File: src/rtl/locked_core_pkg.sv
// Shared types and constants for the key-locked core activation controller:
// FSM states, core widths, LFSR taps, MISR polynomial and fail-count width.
package locked_core_pkg;

    localparam int KEY_W = 16;
    localparam int IN_W  = 41;
    localparam int OUT_W = 32;

    // LFSR shifts left; new bit0 = bit40 ^ bit37
    localparam int LFSR_TAP_A = 40;
    localparam int LFSR_TAP_B = 37;

    // MISR feedback taps: bits 31, 21, 1, 0
    localparam logic [OUT_W-1:0] MISR_POLY = 32'h8020_0003;

    localparam int              FAIL_W   = 2;
    localparam logic [FAIL_W-1:0] FAIL_MAX = '1;

    typedef enum logic [2:0] {
        ST_IDLE     = 3'd0,
        ST_LOAD     = 3'd1,
        ST_TEST     = 3'd2,
        ST_CHECK    = 3'd3,
        ST_UNLOCKED = 3'd4,
        ST_LOCKOUT  = 3'd5
    } state_t;

endpackage

File: src/rtl/locked_core_key_ctrl_if.sv
// Signal bundle between the activation controller and its environment
// (key loader, functional user and the locked core itself).
interface locked_core_key_ctrl_if;
    import locked_core_pkg::*;

    logic              start;
    logic              key_bit;
    logic              key_bit_vld;
    logic [IN_W-1:0]   func_in;
    logic [OUT_W-1:0]  core_out;
    logic [IN_W-1:0]   core_in;
    logic [KEY_W-1:0]  key_out;
    logic [OUT_W-1:0]  func_out;
    logic              busy;
    logic              unlocked;
    logic              lockout;
    logic [FAIL_W-1:0] fail_cnt;

    modport slave (
        input  start, key_bit, key_bit_vld, func_in, core_out,
        output core_in, key_out, func_out, busy, unlocked, lockout, fail_cnt
    );

    modport master (
        output start, key_bit, key_bit_vld, func_in, core_out,
        input  core_in, key_out, func_out, busy, unlocked, lockout, fail_cnt
    );

endinterface

File: src/rtl/locked_core_key_ctrl_sig_misr.sv
// Multiple-input signature register compacting the core responses during
// self-test; clear has priority over enable.
module sig_misr
    import locked_core_pkg::*;
(
    input  logic             clk,
    input  logic             rst_n,
    input  logic             i_clr,
    input  logic             i_en,
    input  logic [OUT_W-1:0] i_data,
    output logic [OUT_W-1:0] o_sig
);

    logic [OUT_W-1:0] r_sig;
    logic             w_fb;

    assign w_fb  = ^(r_sig & MISR_POLY);
    assign o_sig = r_sig;

    always_ff @(posedge clk or negedge rst_n) begin
        if (!rst_n) begin
            r_sig <= '0;
        end else if (i_clr) begin
            r_sig <= '0;
        end else if (i_en) begin
            r_sig <= {r_sig[OUT_W-2:0], w_fb} ^ i_data;
        end
    end

endmodule

File: src/rtl/locked_core_key_ctrl.sv
// Activation controller for a key-locked core: serial key load, LFSR/MISR
// self-test, unlock or lockout. Define KEYCTRL_OUTPUT_GATE_EN to gate func_out.
module locked_core_key_ctrl
    import locked_core_pkg::*;
#(
    parameter int               N_PAT      = 64,
    parameter logic [IN_W-1:0]  LFSR_SEED  = 41'h0_0000_0001,
    parameter logic [OUT_W-1:0] GOLDEN_SIG = 32'h0000_0000,
    parameter int               MAX_TRIES  = 3
) (
    input logic                  clk,
    input logic                  rst_n,
    locked_core_key_ctrl_if.slave bus
);

    localparam int PAT_W     = (N_PAT > 1) ? $clog2(N_PAT) : 1;
    localparam int BIT_CNT_W = $clog2(KEY_W);

    state_t            r_state;
    logic [KEY_W-1:0]  r_key_sr;
    logic [KEY_W-1:0]  r_key_out;
    logic [BIT_CNT_W-1:0] r_bit_cnt;
    logic [IN_W-1:0]   r_lfsr;
    logic [PAT_W-1:0]  r_pat_cnt;
    logic              r_busy;
    logic              r_unlocked;
    logic              r_lockout;
    logic [FAIL_W-1:0] r_fail_cnt;

    logic              w_start_ok;
    logic [KEY_W-1:0]  w_key_shift;
    logic [IN_W-1:0]   w_lfsr_next;
    logic [FAIL_W-1:0] w_fail_next;
    logic [OUT_W-1:0]  w_sig;

    assign w_start_ok  = bus.start && (r_state == ST_IDLE || r_state == ST_UNLOCKED);
    assign w_key_shift = {bus.key_bit, r_key_sr[KEY_W-1:1]};
    assign w_lfsr_next = {r_lfsr[IN_W-2:0], r_lfsr[LFSR_TAP_A] ^ r_lfsr[LFSR_TAP_B]};
    assign w_fail_next = (r_fail_cnt == FAIL_MAX) ? r_fail_cnt : r_fail_cnt + 1'b1;

    sig_misr u_misr (
        .clk    (clk),
        .rst_n  (rst_n),
        .i_clr  (w_start_ok),
        .i_en   (r_state == ST_TEST),
        .i_data (bus.core_out),
        .o_sig  (w_sig)
    );

    always_ff @(posedge clk or negedge rst_n) begin
        if (!rst_n) begin
            r_state    <= ST_IDLE;
            r_key_sr   <= '0;
            r_key_out  <= '0;
            r_bit_cnt  <= '0;
            r_lfsr     <= LFSR_SEED;
            r_pat_cnt  <= '0;
            r_busy     <= 1'b0;
            r_unlocked <= 1'b0;
            r_lockout  <= 1'b0;
            r_fail_cnt <= '0;
        end else begin
            case (r_state)
                ST_IDLE, ST_UNLOCKED: begin
                    if (w_start_ok) begin
                        r_state    <= ST_LOAD;
                        r_busy     <= 1'b1;
                        r_key_sr   <= '0;
                        r_key_out  <= '0;
                        r_bit_cnt  <= '0;
                        r_pat_cnt  <= '0;
                        r_unlocked <= 1'b0;
                        r_lfsr     <= LFSR_SEED;
                    end
                end
                ST_LOAD: begin
                    if (bus.key_bit_vld) begin
                        r_key_sr  <= w_key_shift;
                        r_bit_cnt <= r_bit_cnt + 1'b1;
                        // Key reaches the core only once every bit is in
                        if (r_bit_cnt == BIT_CNT_W'(KEY_W - 1)) begin
                            r_key_out <= w_key_shift;
                            r_state   <= ST_TEST;
                        end
                    end
                end
                ST_TEST: begin
                    r_lfsr    <= w_lfsr_next;
                    r_pat_cnt <= r_pat_cnt + 1'b1;
                    if (r_pat_cnt == PAT_W'(N_PAT - 1)) begin
                        r_state <= ST_CHECK;
                    end
                end
                ST_CHECK: begin
                    r_busy <= 1'b0;
                    if (w_sig == GOLDEN_SIG) begin
                        r_state    <= ST_UNLOCKED;
                        r_unlocked <= 1'b1;
                    end else begin
                        r_fail_cnt <= w_fail_next;
                        r_key_out  <= '0;
                        if (w_fail_next == FAIL_W'(MAX_TRIES)) begin
                            r_state   <= ST_LOCKOUT;
                            r_lockout <= 1'b1;
                        end else begin
                            r_state <= ST_IDLE;
                        end
                    end
                end
                ST_LOCKOUT: begin
                    r_lockout <= 1'b1;
                    r_key_out <= '0;
                end
                default: begin
                    r_state <= ST_IDLE;
                    r_busy  <= 1'b0;
                end
            endcase
        end
    end

    assign bus.core_in  = (r_state == ST_TEST) ? r_lfsr : bus.func_in;
    assign bus.key_out  = r_key_out;
    assign bus.busy     = r_busy;
    assign bus.unlocked = r_unlocked;
    assign bus.lockout  = r_lockout;
    assign bus.fail_cnt = r_fail_cnt;

`ifdef KEYCTRL_OUTPUT_GATE_EN
    assign bus.func_out = r_unlocked ? bus.core_out : '0;
`else
    assign bus.func_out = bus.core_out;
`endif

endmodule

File: src/flat_wrapper.sv
// flat-port wrapper written by rule: the top's interface ports become plain ports
module locked_core_key_ctrl_flat import locked_core_pkg::*;
#(
    parameter int               N_PAT      = 64,
    parameter logic [IN_W-1:0]  LFSR_SEED  = 41'h0_0000_0001,
    parameter logic [OUT_W-1:0] GOLDEN_SIG = 32'h0000_0000,
    parameter int               MAX_TRIES  = 3
)
  (clk, rst_n, bus_start, bus_key_bit, bus_key_bit_vld, bus_func_in, bus_core_out, bus_core_in, bus_key_out, bus_func_out, bus_busy, bus_unlocked, bus_lockout, bus_fail_cnt);
  locked_core_key_ctrl_if bus_i ();
  input logic clk;
  input logic rst_n;
  input wire logic [$bits(bus_i.start)-1:0] bus_start;
  input wire logic [$bits(bus_i.key_bit)-1:0] bus_key_bit;
  input wire logic [$bits(bus_i.key_bit_vld)-1:0] bus_key_bit_vld;
  input wire logic [$bits(bus_i.func_in)-1:0] bus_func_in;
  input wire logic [$bits(bus_i.core_out)-1:0] bus_core_out;
  output wire logic [$bits(bus_i.core_in)-1:0] bus_core_in;
  output wire logic [$bits(bus_i.key_out)-1:0] bus_key_out;
  output wire logic [$bits(bus_i.func_out)-1:0] bus_func_out;
  output wire logic [$bits(bus_i.busy)-1:0] bus_busy;
  output wire logic [$bits(bus_i.unlocked)-1:0] bus_unlocked;
  output wire logic [$bits(bus_i.lockout)-1:0] bus_lockout;
  output wire logic [$bits(bus_i.fail_cnt)-1:0] bus_fail_cnt;
  assign bus_i.start = bus_start;
  assign bus_i.key_bit = bus_key_bit;
  assign bus_i.key_bit_vld = bus_key_bit_vld;
  assign bus_i.func_in = bus_func_in;
  assign bus_i.core_out = bus_core_out;
  assign bus_core_in = bus_i.core_in;
  assign bus_key_out = bus_i.key_out;
  assign bus_func_out = bus_i.func_out;
  assign bus_busy = bus_i.busy;
  assign bus_unlocked = bus_i.unlocked;
  assign bus_lockout = bus_i.lockout;
  assign bus_fail_cnt = bus_i.fail_cnt;
  locked_core_key_ctrl #(.N_PAT(N_PAT), .LFSR_SEED(LFSR_SEED), .GOLDEN_SIG(GOLDEN_SIG), .MAX_TRIES(MAX_TRIES)) u_core (.clk(clk), .rst_n(rst_n), .bus(bus_i));
endmodule
File: config.mk
export PLATFORM = sky130hd
export DESIGN_NAME = locked_core_key_ctrl_flat
export DESIGN_NICKNAME = d
export VERILOG_FILES = /design/src/rtl/locked_core_pkg.sv /design/src/rtl/locked_core_key_ctrl_if.sv /design/src/rtl/locked_core_key_ctrl_sig_misr.sv /design/src/rtl/locked_core_key_ctrl.sv /design/src/flat_wrapper.sv
export SDC_FILE = /design/constraint.sdc
export NUM_CORES = 1
export LEC_CHECK = 0
export ABC_AREA = 1
export BUFFER_PORTS_ARGS = -buffer_cell sky130_fd_sc_hd__buf_2
export CORE_MARGIN = 5
export CORE_UTILIZATION = 30
export CTS_BUF_LIST = sky130_fd_sc_hd__clkbuf_4 sky130_fd_sc_hd__clkbuf_8
export CTS_CLUSTER_DIAMETER = 60
export CTS_CLUSTER_SIZE = 14
export DETAILED_ROUTE_END_ITERATION = 10
export PLACE_DENSITY = 0.61
export SLEW_MARGIN = 20
export SYNTH_ARGS = -nofsm -noshare
export SYNTH_HDL_FRONTEND = slang
export SYNTH_HIERARCHICAL = 1
export SYNTH_SLANG_ARGS = --single-unit
export TNS_END_PERCENT = 30
File: constraint.sdc
create_clock -name clk -period 2.9 [get_ports clk]
set_input_delay 0 -clock clk [delete_from_list [all_inputs] [get_ports clk]]
set_output_delay 0 -clock clk [all_outputs]
set_load 0.005 [all_outputs]
======== Word level (Yosys, flattened, before mapping) ========
Cells that the tools add are included.
word-level totals
  bits in registers ....................... 123
  input bits .............................. 78
  output and inout bits ................... 94
operators by class
  $add $sub $neg .......................... 3
  equal/unequal tests ..................... 16
  mux-type cells .......................... 33
  bitwise gates (word level) .............. 5
  reduce and logical (&&, ||, !) cells .... 21
operator list
  cell                                                    count
  2-to-1 mux 41 bit                                       2
  one-hot mux 41 bit (2 select lines)                     1
  2-to-1 mux 16 bit                                       5
  2-to-1 mux 32 bit                                       2
  one-hot mux 16 bit (4 select lines)                     1
  zero test 32 bit                                        1
  one-hot mux 16 bit (2 select lines)                     1
  XOR reduction 32 bit                                    1
  XOR 32 bit                                              1
  2-to-1 mux 3 bit                                        6
  one-hot mux 3 bit (5 select lines)                      1
  one-hot mux 6 bit (2 select lines)                      1
  AND reduction 5 bit                                     2
  nonzero test 2 bit                                      5
  AND reduction 3 bit                                     3
  2-to-1 mux 4 bit                                        2
  inequality test 2 x 1 -> 1 bit (second input constant)  4
  one-hot mux 4 bit (2 select lines)                      1
  adder 6 x 1 -> 6 bit (second input constant)            1
  equality test 3 x 2 -> 1 bit (second input constant)    2
  equality test 3 bit (second input constant)             2
  equality test 6 bit (second input constant)             1
  2-to-1 mux 6 bit                                        1
  inequality test 2 bit (second input constant)           3
  17 further kinds                                        28

======== Longest topological paths before layout ========
Gate-level depths: netlist of run 1.
  word-level depth ........................ 6
  depth in mapped cells ................... 11
  depth with buffers taken out ............ 10

======== Cells and area by module ========
The synthesis of run 1 kept the hierarchy.
modules (own cells, without submodules)
  module                instances  cells each  area an instance (sq um)
  locked_core_key_ctrl  1          571         4620.7
  sig_misr              1          158         1507.7

======== Worst setup path before layout of run 1 ========
No wires, ideal clock.
  path type ............................... register to register
  from .................................... register u_core.r_state[0]
  to ...................................... register u_core.r_pat_cnt[1]
  setup time .............................. 0.121 ns
  data arrival time ....................... 1.321 ns
  data required time ...................... 2.779 ns
  path slack .............................. 1.458 ns
  stages on the path, launching flop included .. 8
  path buffers ............................ 0
  period minus slack after synthesis ...... 1.442 ns
  cell sequence ........................... dfrtp_1 nor2_1 inv_1 nor2_2 inv_1 nand2_2 inv_1 a22o_1
on the way
  word-level cells in the longest chain between the ends .. 5
RTL lines
  element                                                 RTL line                    source
  from (decl)                                             locked_core_key_ctrl.sv:19  state_t r_state;
  from (signal assigned)                                  locked_core_key_ctrl.sv:52  r_state <= ST_IDLE;
  from (signal assigned)                                  locked_core_key_ctrl.sv:66  r_state <= ST_LOAD;
  from (signal assigned)                                  locked_core_key_ctrl.sv:83  r_state <= ST_TEST;
  equality test 3 bit or zero test 3 bit (tied branches)  locked_core_key_ctrl.sv:36  assign w_start_ok = bus.start && (r_state == ST_IDLE || r_state == ST_UNLOCKED);
  logical OR 1 bit *                                      locked_core_key_ctrl.sv:36
  logical AND 1 bit *                                     locked_core_key_ctrl.sv:36
  net u_core.w_start_ok                                   locked_core_key_ctrl.sv:30  logic w_start_ok;
  inequality test 2 bit (no line) *                       --
  AND reduction 2 bit (no line) *                         --
  to (signal assigned)                                    locked_core_key_ctrl.sv:89  r_pat_cnt <= r_pat_cnt + 1'b1;
  to (decl)                                               locked_core_key_ctrl.sv:24  logic [PAT_W-1:0] r_pat_cnt;
Mark *: on every way through the listed nets, which the timed path passes. The rest lies on a longest branch.
A chain may end at the register's enable or synchronous reset.

======== Final worst setup path of run 1 ========
  from .................................... register u_core.r_state[1]
  to ...................................... register u_core.r_pat_cnt[1]
Same word-level chain as after synthesis.

==> metrics.md, run 1 <==
| Metric | Value |
|---|---|
| Worst Path Required | 3.22 ns |
| Worst Tran Pin Value | 0.8226 ns |
| CTS max path bufs | 2 |
| Setup bufs post-CTS | 0 |
| Top cell type's share of synthesized area | 0.4941 |
| Mapped cell area | about 6100 µm² |
| Average wire per standard cell | between 10 and 15 µm |
| Ranking of synthesized cells by area | dfrtp_1 49%, nand2_1 11%, inv_1 5.5% |
| Syn_nets | between 800 and 900 |
| Clock Latency Late Sink | 0.44 ns |
| Final Power | about 7.0 mW |
| Top-count cell post-synth | nand2_1 |
| Cell area power density | ~900 nW/µm² |
| Synthesis-to-layout area growth | 25.38% |
| Sum Neg Setup Slack | 0 ns |
| 1st-iter DRT viols | ~260 |
| Core area | about 20000 µm² |
| Peak supply drop | between 0.3 and 0.4 mV |
| Total number of vias | 5105 |
| First-pass GRT wire length | around 25 mm |
| Leak pwr | 3.882 nW |
| Syn Inst Count | 729 |
| CTS buffer count | 17 |
| GRT Util Overall | 0.1274 |
| Synth cell types | 32 |
| Placed Instances | between 1000 and 1500 |
| Number of nets in the layout | approximately 980 |
| Ys Warns | 6 |
| Internal Power | 4.001 mW |
| Routability cong. | between 0.7 and 0.8 |
| Grt total ovfl | 0 |
| Die area | 23390 µm² |
| Clock skew | about 0.010 ns |
| Largest net degree at the start of global routing | 76 |
| First-pass DRT Iterations | 4 |
| Yosys reg bits | around 120 |
| Fin crit period | 2.111 ns |
| Clock Sinks | 122 |
| Clk pwr share | 0.207 |
| Part of the Yosys area used for sequential elements | 0.4984 |
| Worst-path fanout max | 28 |
| Clk slew on worst S/H paths | approximately 0.08 ns |
| Placement Rows | 52 |
| Antenna viol nets, final | 0 |
| Starting Density | 0.3038 |
| Startpoint types | flip-flop |
| RSZ-0062 raised after global routing | false |
| Worst hold path class | in -> reg |
| Leading area contributor after synthesis | dfrtp_1 |
| Outcome | finished clean |
| Switching power | between 3 and 4 mW |
| Max Slew Vio Count | 0 |
| Residual DRC count | 0 |
| Final Cell Area | between 7000 and 8000 µm² |
| Comb pwr share | 0.437 |
| Die Y | around 150 µm |
| Syn Area/Cell | ~8.4 µm² |
| Die width | 152.9 µm |
| Post-synth EDFFs | 0 |
| Share of cells above drive strength 1 | 0.2538 |
| Final-report hold violation count | 0 |
| I/O pin count | ~170 |
| Crit Path Class | reg -> reg |
| Critical path arrival | between 2 and 2.5 ns |
| Total Wirelength | ~15 mm |
| TritonCTS clock tree | done |
| Max_slew headroom | 0.4516 |
| Sequential share of power | 0.356 |
| H-tree depth | 4 |
| Max_cap viols | 0 |
| Highest clock rate | about 470 MHz |
| Via density | 4.326 |
| CTS root buf | clkbuf_8 |
| Fin cells | between 1000 and 1500 |
| DP HPWL | between 9 and 10 mm |
| Final setup viols | 0 |
| Resized cells post-CTS | 0 |
| Main flop type after synthesis | dfrtp_1 |
| Ys async rst share | 1.000 |
| Initial antenna violation count | 0 |
| Critical path endpoint category | flip-flop |
| Sw frac | 0.4320 |
| FILL cells | around 2100 |
| N_diodes | 0 |
| Final period utilization | 0.7280 |
| # port buffers | between 150 and 200 |
| Number of global-route vias before repair | a little over 5000 |
| Placed cell area | approximately 7000 µm² |
| Synth top cells by count | 180 x nand2_1, 121 x dfrtp_1, 90 x inv_1 |
[registers in the layout, summed over array words and instances (netlist names)]
register,cells
u_core/r_bit_cnt,4
u_core/bus.fail_cnt,2
u_core/bus.unlocked,1
u_core/r_state,3
u_core/r_lfsr,41
u_core/bus.lockout,1
u_core/r_key_sr,15
u_core/bus.key_out,16
u_core/r_pat_cnt,6
u_core/bus.busy,1
u_core/u_misr/o_sig,32
[power by group through the flow]
stage	clock network, mW	logic [mW]	registers [mW]
2_1_floorplan	0	2.41	2.47
5_1_grt	1.61	3.55	2.58
3_3_place_gp	0	3.02	2.53
3_5_place_dp	0	3.06	2.54
6_report	1.46	3.08	2.51
4_1_cts	1.52	3.12	2.51
[logic make-up (layout without fill, tap and decap cells)]
group	Yosys count	after routing	share of synthesized area
flops	122	122	0.4984
fa+ha+maj	2	2	0.004083
xor+xnor	33	33	0.04716
buf+inv	159	340	0.1303
compound gates	139	139	0.1247
simple gates	274	274	0.1954
[worst max-delay path, stage by stage, from the launching register on]
cell     delay [ns]
dfrtp_1        0.47
nor2_1         0.22
inv_1          0.09
nor2_2         0.28
inv_1          0.11
nand2_2        0.45
inv_1          0.16
a22o_1         0.20
[cell usage in the layout, fill, tap and decap left out, drive strengths merged]
cell         instances
nand3               27
nor3                 2
xnor2               31
nand2              185
clkbuf              20
dfstp                1
o31ai                1
o21ai               83
o22ai               45
a21oi                7
buf                178
a32oi                1
a21o                 1
nand4               17
a22o                 1
bufinv               1
nor2                42
clkinv               4
xor2                 2
clkinvlp             3
dlygate4sd3         35
dfrtp              121
ha                   2
inv                 99
nor3b                1
[path summary, 6_finish.rpt]
| kind | start | endpoint | slack, ns | cells past startpoint |
|---|---|---|---|---|
| max | u_core/r_state[1] | u_core/r_pat_cnt[1] | 0.79 | 7 |
| min | bus_key_bit_vld | u_core/bus.key_out[6] | 0.15 | 7 |
| max reg2reg | u_core/r_state[1] | u_core/r_pat_cnt[1] | 0.79 | 7 |
| min reg2reg | u_core/bus.key_out[8] | u_core/bus.key_out[8] | 0.47 | 2 |
| max in group asynchronous | rst_n | u_core/r_key_sr[3] | 1.89 | 3 |
| min in group asynchronous | rst_n | u_core/u_misr/o_sig[4] | 0.19 | 2 |
[area by class of cell]
type                            count  area, µm²  share of cell area
Inverter                           95      356.6             0.04641
Clock inverter                     12      115.1             0.01498
Tap cell                          270      337.8             0.04397
Sequential cell                   122       3054              0.3975
Timing Repair Buffer              213       1274              0.1658
Clock buffer                       20      262.8             0.03420
Multi-Input combinational cell    448       2283              0.2972
[routing by layer]
metal | global-route usage | wire [µm] | vias to the layer above
met5 | 0 | 0 | -
met4 | 0.05261 | 280 | 0
met3 | 0.03223 | 744 | 17
met2 | 0.2013 | 6962 | 109
met1 | 0.1672 | 6659 | 2323
li1 | - | - | 2656
[per-stage QoR]
| step | hold slack (ns) | utilization | setup slack, ns |
|---|---|---|---|
| after global routing | 0.1615 | 0.3810 | 0.5725 |
| after global placement | 0.1498 | 0.3449 | 0.8500 |
| final | 0.1494 | 0.3810 | 0.7889 |
| after floorplan | -0.2956 | - | 1.458 |
| after CTS | 0.1130 | 0.3810 | 0.7580 |
| after detailed placement | 0.1631 | 0.3449 | 0.8136 |
[what timing repair did]
item	CTS	global route
hold buffers	35	0
endpoints found under the hold margin	95	0
endpoints found under the setup margin	0	0
Note: power is estimated with default switching activity, not from simulation.
==> run 2: changes to the inputs <==
- ABC_AREA: 1 -> 0
- clock period: 2.9 -> 2.2 ns (I/O delays scaled with it)
==> metrics.md, run 2 <==
| Metric | Value |
|---|---|
| Outcome | finished clean |
| Largest register by flop count | u_core/r_lfsr |
| GRT Util Overall | 0.1322 (+0.004782) |
| Final Power | 6.495 mW (-7.8%) |
| First-pass GRT wire length | 25.61 mm (+4.2%) |
| Max_cap viols | 0 (unchanged) |
| Worst hold path class | in -> reg |
| Largest net degree at the start of global routing | 84 (+11%) |
| Starting Density | 0.3024 (-0.001399) |
| Ys Warns | 6 (unchanged) |
| Post-synth EDFFs | 0 (unchanged) |
| Die area | 23150 µm² (-1.0%) |
| Share of cells above drive strength 1 | 0.2812 (+0.02733) |
| TritonCTS clock tree | done |
| Final setup viols | 0 (unchanged) |
| Setup bufs post-CTS | 0 (unchanged) |
| Via density | 4.619 (+6.8%) |
| Top cell type's share of synthesized area | 0.4996 (+0.005508) |
| Sum Neg Setup Slack | 0 ns (unchanged) |
| Crit Path Class | reg -> out |
| Syn Area/Cell | 9.441 µm² (+12%) |
| Antenna viol nets, final | 0 (unchanged) |
| Crit path cell chain | or3b_4 > inv_4 > buf_16 > nand2_1 > nand2_1 > buf_2 |
| Hold depth | 4 (-3) |
| Yosys reg bits | 122 (unchanged) |
| Commonest non-fill, non-tap cell in the layout | nand2_1 |
| Max Slew Vio Count | 0 (unchanged) |
| Highest clock rate | 491.4 MHz |
| Leading area contributor after synthesis | dfrtp_1 |
| CTS max path bufs | 2 (unchanged) |
| DP HPWL | 9.829 mm (-0.90%) |
| Average wire per standard cell | 14.13 µm (+14%) |
| Max_slew headroom | 0.4987 (+0.04712) |
| Worst R2R End | u_core/r_pat_cnt[5] |
| Worst Tran Pin Value | 0.7520 ns (-0.07068 ns) |
| Cell area power density | 840.1 nW/µm² (-8.4%) |
| Peak supply drop | 0.3881 mV (+28%) |
| Number of nets in the layout | 886 (-9.3%) |
| Crit-path slowest cell | dfrtp_1 |
| Placement Rows | 52 (unchanged) |
| Startpoint types | flip-flop |
| Syn Inst Count | 642 (-12%) |
| Worst-path fanout max | 42 (+50%) |
| Die Y | 152.1 µm (-0.52%) |
| Worst Path Required | 2.20 ns (-1.02 ns) |
| Critical path's most frequent cell | nand2_1 |
| R2R cell count | 6 (-1) |
| Clock skew | 0.009387 ns (-0.001097 ns) |
| Ys async rst share | 1.000 (unchanged) |
| N_diodes | 0 (unchanged) |
| Clk slew on worst S/H paths | 0.07 ns (about the same) |
| Routability cong. | 0.7391 (-5.2%) |
| Ranking of synthesized cells by area | dfrtp_1 50%, nand2_1 11%, a22o_1 5.8% |
| Commonest non-fill, non-tap cells in the layout | 175 x nand2_1, 170 x buf_2, 120 x dfrtp_1 |
| Synth top cells by count | 175 x nand2_1, 121 x dfrtp_1, 43 x o21ai_0 |
| Main flop type after synthesis | dfrtp_1 |
| Initial antenna violation count | 0 (unchanged) |
| Final core area utilization | 0.3858 (+0.004847) |
| Residual DRC count | 0 (unchanged) |
| Total Wirelength | 15.37 mm (+5.0%) |
| Grt total ovfl | 0 (unchanged) |
| Critical path arrival | 2.04 ns (-0.39 ns) |
| Clock Latency Late Sink | 0.42 ns (-0.02 ns) |
| Clock Sinks | 122 (unchanged) |
| Final-report hold violation count | 0 (unchanged) |
| Max FFs per register | 41 (unchanged) |
| Mapped cell area | 6061 µm² (-1.1%) |
| First-pass DRT Iterations | 4 (unchanged) |
| Core area | 20040 µm² (-0.65%) |
| Synth cell types | 52 (+63%) |
| 1st-iter DRT viols | 327 (+27%) |
| Max incr delay on CP | 0.51 ns (+0.04 ns) |
| Total number of vias | 5025 (-1.6%) |
| H-tree depth | 4 (unchanged) |
| Final period utilization | 0.9250 |
| Part of the Yosys area used for sequential elements | 0.5039 (+0.005556) |
| Number of global-route vias before repair | 4988 (-1.2%) |
| Syn_nets | 722 (-11%) |
| Leak pwr | 3.690 nW (-5.0%) |
| # port buffers | 171 (unchanged) |
| Synthesis-to-layout area growth | 27.56% |
| CTS root buf | clkbuf_8 |
| Die width | 152.1 µm (-0.52%) |
| Reg2Reg Launch Point | u_core/r_state[0] |
| Top-count cell post-synth | nand2_1 |
| Fin crit period | between 2 and 2.5 ns |
| Hold Startpoint | bus_start |
| CTS buffer count | 17 (unchanged) |
| Critical path endpoint category | primary output |
| Hold Path Sink | u_core/bus.busy |
| Reg-to-reg setup timing slack | 0.27 ns (-0.52 ns) |
| I/O pin count | 172 (unchanged) |
==> run 2: cell count changes in the layout (fill, tap and decap cells not counted), sizes merged, moves of 13 or more <==
cell / before / now
o22ai: 45 / 0
nand3: 27 / 1
a211oi: 0 / 31
a22o: 1 / 40
a22oi: 0 / 16
nand4: 17 / 4
inv: 99 / 8
o21ai: 83 / 48
==> run 2: cell families after synthesis <==
group	Yosys count	synth area share
simple gates	247	0.1765
xor+xnor	35	0.05058
flops	122	0.5039
fa+ha+maj	2	0.004128
compound gates	154	0.1806
mux	1	0.001652
buf+inv	81	0.08257
==> run 2: where the power goes <==
group | total, mW | switching [mW] | internal, mW
clock network | 2.09 | 0.906 | 1.19
registers | 2.84 | 0.293 | 2.55
logic | 1.56 | 0.914 | 0.647
total | 6.49 | 2.11 | 4.38
==> run 2: final cells by class <==
cell class	count	area, µm²
inverter	7	28.78
sequential	122	3055
clock buffer	20	269.0
multi-input combinational	440	2521
fill	2031	12310
timing repair buffer	218	1374
clock inverter	11	145.1
tap	270	337.8
==> run 2: worst max-delay path by stage <==
stage / start / end / slack (ns) / cells after the start
CTS: u_core/r_state[2] / bus_core_in[1] / 0.007 / 6
finish: u_core/r_state[0] / bus_core_in[38] / 0.16 / 6
global placement: u_core/u_misr/o_sig[1] / u_core/bus.key_out[9] / 0.08 / 4
detailed placement: u_core/r_state[0] / u_core/r_pat_cnt[4] / 0.16 / 5
global route: u_core/r_state[0] / bus_core_in[39] / -0.0000009 / 6
floorplan: u_core/r_state[0] / u_core/u_misr/o_sig[10] / 0.25 / 8
==> run 2: critical path, delay by kind of cell, from the launching register on <==
kind,cells,cell delay (ns)
buffers and inverters,3,0.48
and+or+nand+nor,3,0.61
DFF,1,0.51
==> run 2: metrics by stage <==
stage,hold WS (ns),cell area [µm²],instances,worst slack [ns]
after global routing,0.06477,7731,1088,-0.0000008882
after floorplan,-0.2956,6061,642,0.2485
after global placement,-0.1883,6918,1020,0.08178
final,0.08896,7731,1088,0.1649
after CTS,0.04239,7686,1086,0.006819
after detailed placement,-0.1875,6922,1020,0.1612
==> run 2: per-layer routing <==
layer | up-vias | routed length (µm) | part of all wire | track usage
met3 | 9 | 675 | 0.044 | 0.03579
met5 | - | 0 | 0 | 0
met2 | 111 | 7365 | 0.48 | 0.2055
li1 | 2505 | - | - | -
met1 | 2400 | 7176 | 0.47 | 0.1818
met4 | 0 | 155 | 0.010 | 0.03810
==> run 2: what timing repair did <==
| action | CTS | global route |
|---|---|---|
| resized for setup | 0 | 3 |
| endpoints found under the hold margin | 157 | 0 |
| setup endpoints to repair | 0 | 44 |
| hold buffers | 35 | 0 |
==> run 3: changes to the inputs <==
- CELL_PAD_IN_SITES_DETAIL_PLACEMENT: unset -> 0
- CELL_PAD_IN_SITES_GLOBAL_PLACEMENT: unset -> 1
- CORE_UTILIZATION: 30 -> 40
- PLACE_DENSITY: 0.61 -> 0.92
==> metrics.md, run 3 (synthesized netlist as in run 2, its figures left out) <==
| Metric | Value |
|---|---|
| Worst R2R End | u_core/r_pat_cnt[4] |
| Core area | 15030 µm² (-25%) |
| First-pass GRT wire length | 24.05 mm (-6.1%) |
| Crit-path slowest cell | dfrtp_1 |
| Clock Latency Late Sink | 0.44 ns (+0.02 ns) |
| Worst hold path class | in -> reg |
| N_diodes | 0 (unchanged) |
| Reg-to-reg setup timing slack | 0.18 ns (-0.09 ns) |
| Die area | 17710 µm² (-23%) |
| FILL cells | 1384 (-32%) |
| Hold Startpoint | bus_start |
| GRT busiest layer | met2 |
| Routability cong. | 0.8070 (+9.2%) |
| Final period utilization | 0.9315 (+0.006467) |
| Residual DRC count | 0 (unchanged) |
| Antenna viol nets, final | 0 (unchanged) |
| First-pass DRT Iterations | 5 (+1) |
| CTS buffer count | 17 (unchanged) |
| Final-report hold violation count | 0 (unchanged) |
| Hold Path Sink | u_core/r_state[2] |
| H-tree depth | 4 (unchanged) |
| Crit Path Class | reg -> out |
| TritonCTS clock tree | done |
| Grt total ovfl | 0 (unchanged) |
| Reg2Reg Launch Point | u_core/r_state[2] |
| Total number of vias | 5105 (+1.6%) |
| Clk slew on worst S/H paths | 0.07 ns (about the same) |
| Commonest non-fill, non-tap cells in the layout | 175 x nand2_1, 170 x buf_2, 120 x dfrtp_1 |
| Max Slew Vio Count | 0 (unchanged) |
| # port buffers | 171 (unchanged) |
| CTS root buf | clkbuf_8 |
| Hold depth | 3 (-1) |
| Die width | 133.1 µm (-13%) |
| Initial antenna violation count | 0 (unchanged) |
| GRT met3 Usage | 0.03890 (+0.003112) |
| Total Wirelength | 14.97 mm (-2.6%) |
| Leak pwr | 3.684 nW (-0.14%) |
| Number of nets in the layout | 885 (-0.11%) |
| Worst Tran Pin Value | 1.004 ns (+0.2520 ns) |
| 1st-iter DRT viols | 507 (+55%) |
| Critical path endpoint category | primary output |
| Final core area utilization | 0.5036 (+0.1178) |
| Share of cells above drive strength 1 | 0.2824 (+0.001222) |
| Worst-path fanout max | 47 (+12%) |
| Critical path arrival | 2.05 ns (about the same) |
| Clock skew | 0.01355 ns (+0.004161 ns) |
| DP HPWL | 9.499 mm (-3.4%) |
| Final setup viols | 0 (unchanged) |
| Cell area power density | 838.3 nW/µm² (-0.21%) |
| R2R cell count | 5 (-1) |
| Average wire per standard cell | 14.88 µm (+5.3%) |
| Largest net degree at the start of global routing | 86 (+2.4%) |
| RSZ-0062 raised after global routing | true |
| Commonest non-fill, non-tap cell in the layout | nand2_1 |
| Outcome | finished clean |
| Crit path cell chain | or3b_4 > buf_4 > o21ai_0 > buf_2 |
| Startpoint types | flip-flop |
| Worst Path Required | 2.20 ns (about the same) |
| Fin crit period | 2.049 ns (+0.01423 ns) |
| Die Y | 133.1 µm (-13%) |
| Max FFs per register | 41 (unchanged) |
| Placement Rows | 45 (-13%) |
| I/O pin count | 172 (unchanged) |
| Met2 usage in global routing | 0.2545 (+0.04897) |
| Starting Density | 0.4032 (+0.1007) |
| Number of global-route vias before repair | 4753 (-4.7%) |
| Via density | 5.075 (+9.9%) |
| Clock Sinks | 122 (unchanged) |
| Largest register by flop count | u_core/r_lfsr |
| Max_slew headroom | 0.3291 (-0.1696) |
| GRT Util Overall | 0.1655 (+0.03331) |
| CTS max path bufs | 2 (unchanged) |
| Setup bufs post-CTS | 0 (unchanged) |
| Max incr delay on CP | 0.50 ns (about the same) |
| Sum Neg Setup Slack | 0 ns (unchanged) |
| Synthesis-to-layout area growth | 24.92% |
| Peak supply drop | 0.4281 mV (+10%) |
| Max_cap viols | 0 (unchanged) |
| Met1 Track Usage GR | 0.2296 (+0.04772) |
| Highest clock rate | 488.0 MHz (-0.69%) |
-- run 3: cell types whose count changed in the layout (fill, tap and decap cells not counted) --
| cell | change |
|---|---|
| clkbuf_4 | +4 |
| clkinv_2 | +3 |
| buf_4 | +2 |
| clkinvlp_4 | -2 |
| buf_12 | -1 |
| bufinv_16 | -1 |
| clkbuf_8 | -1 |
| clkinv_4 | -1 |
| dlygate4sd3_1 | -1 |
| inv_6 | -1 |
| nor2_4 | -1 |
-- run 3: layer usage --
layer / share of wire / up-vias
met5: 0 / -
met4: 0.013 / 0
met3: 0.046 / 14
met2: 0.48 / 135
met1: 0.46 / 2443
li1: - / 2513
-- run 3: critical path, delay by kind of cell (launching register included) --
kind	cells	cell delay [ns]
flip-flops	1	0.50
AO/OA/AOI/OAI	1	0.20
buffers and inverters	2	0.42
AND/OR/NAND/NOR	1	0.46
-- run 3: worst max-delay path by stage --
stage,start,endpoint,slack [ns],cells after the start
2_1_floorplan,u_core/r_state[0],u_core/u_misr/o_sig[10],0.25,8
3_3_place_gp,u_core/r_state[0],u_core/r_pat_cnt[2],0.20,5
3_5_place_dp,u_core/u_misr/o_sig[1],u_core/bus.key_out[4],0.05,4
4_1_cts,u_core/r_state[2],bus_core_in[4],0.006,6
5_1_grt,u_core/r_state[2],u_core/r_pat_cnt[3],-0.02,5
6_report,u_core/r_state[2],bus_core_in[0],0.15,4
-- run 3: per-stage QoR --
| step | power (mW) | hold slack (ns) | worst slack, ns | std cells | area [µm²] |
|---|---|---|---|---|---|
| 6_report | 6.347 | 0.04945 | 0.1507 | 1006 | 7571 |
| 5_1_grt | 6.753 | 0.05363 | -0.02423 | 1006 | 7571 |
| 4_1_cts | 6.397 | 0.01220 | 0.005953 | 1005 | 7533 |
| 3_5_place_dp | 4.359 | -0.008471 | 0.04597 | 939 | 6810 |
| 3_3_place_gp | 4.314 | -0.01489 | 0.1983 | 939 | 6810 |
| 2_1_floorplan | 3.875 | -0.2956 | 0.2485 | 642 | 6061 |
-- run 3: power by group --
part	internal (mW)	leakage [nW]	switching, mW	total, mW
logic	0.635	1.81	0.896	1.53
registers	2.55	1.67	0.306	2.86
clock network	1.09	0.204	0.874	1.96
-- run 3: cell type report --
class,count,area [µm²],area share
clock buffers,23,285.3,0.03768
repair buffers,218,1359,0.1795
flip-flops and latches,122,3055,0.4036
inverters,7,28.78,0.003801
clock inverters,9,97.59,0.01289
multi-input cells,439,2510,0.3315
well taps,188,235.2,0.03107
-- run 3: repair_timing --
| action | CTS | global route |
|---|---|---|
| setup endpoints to repair | 0 | 42 |
| hold buffers | 34 | 0 |
| endpoints found under the hold margin | 156 | 0 |
| resized for setup | 0 | 2 |
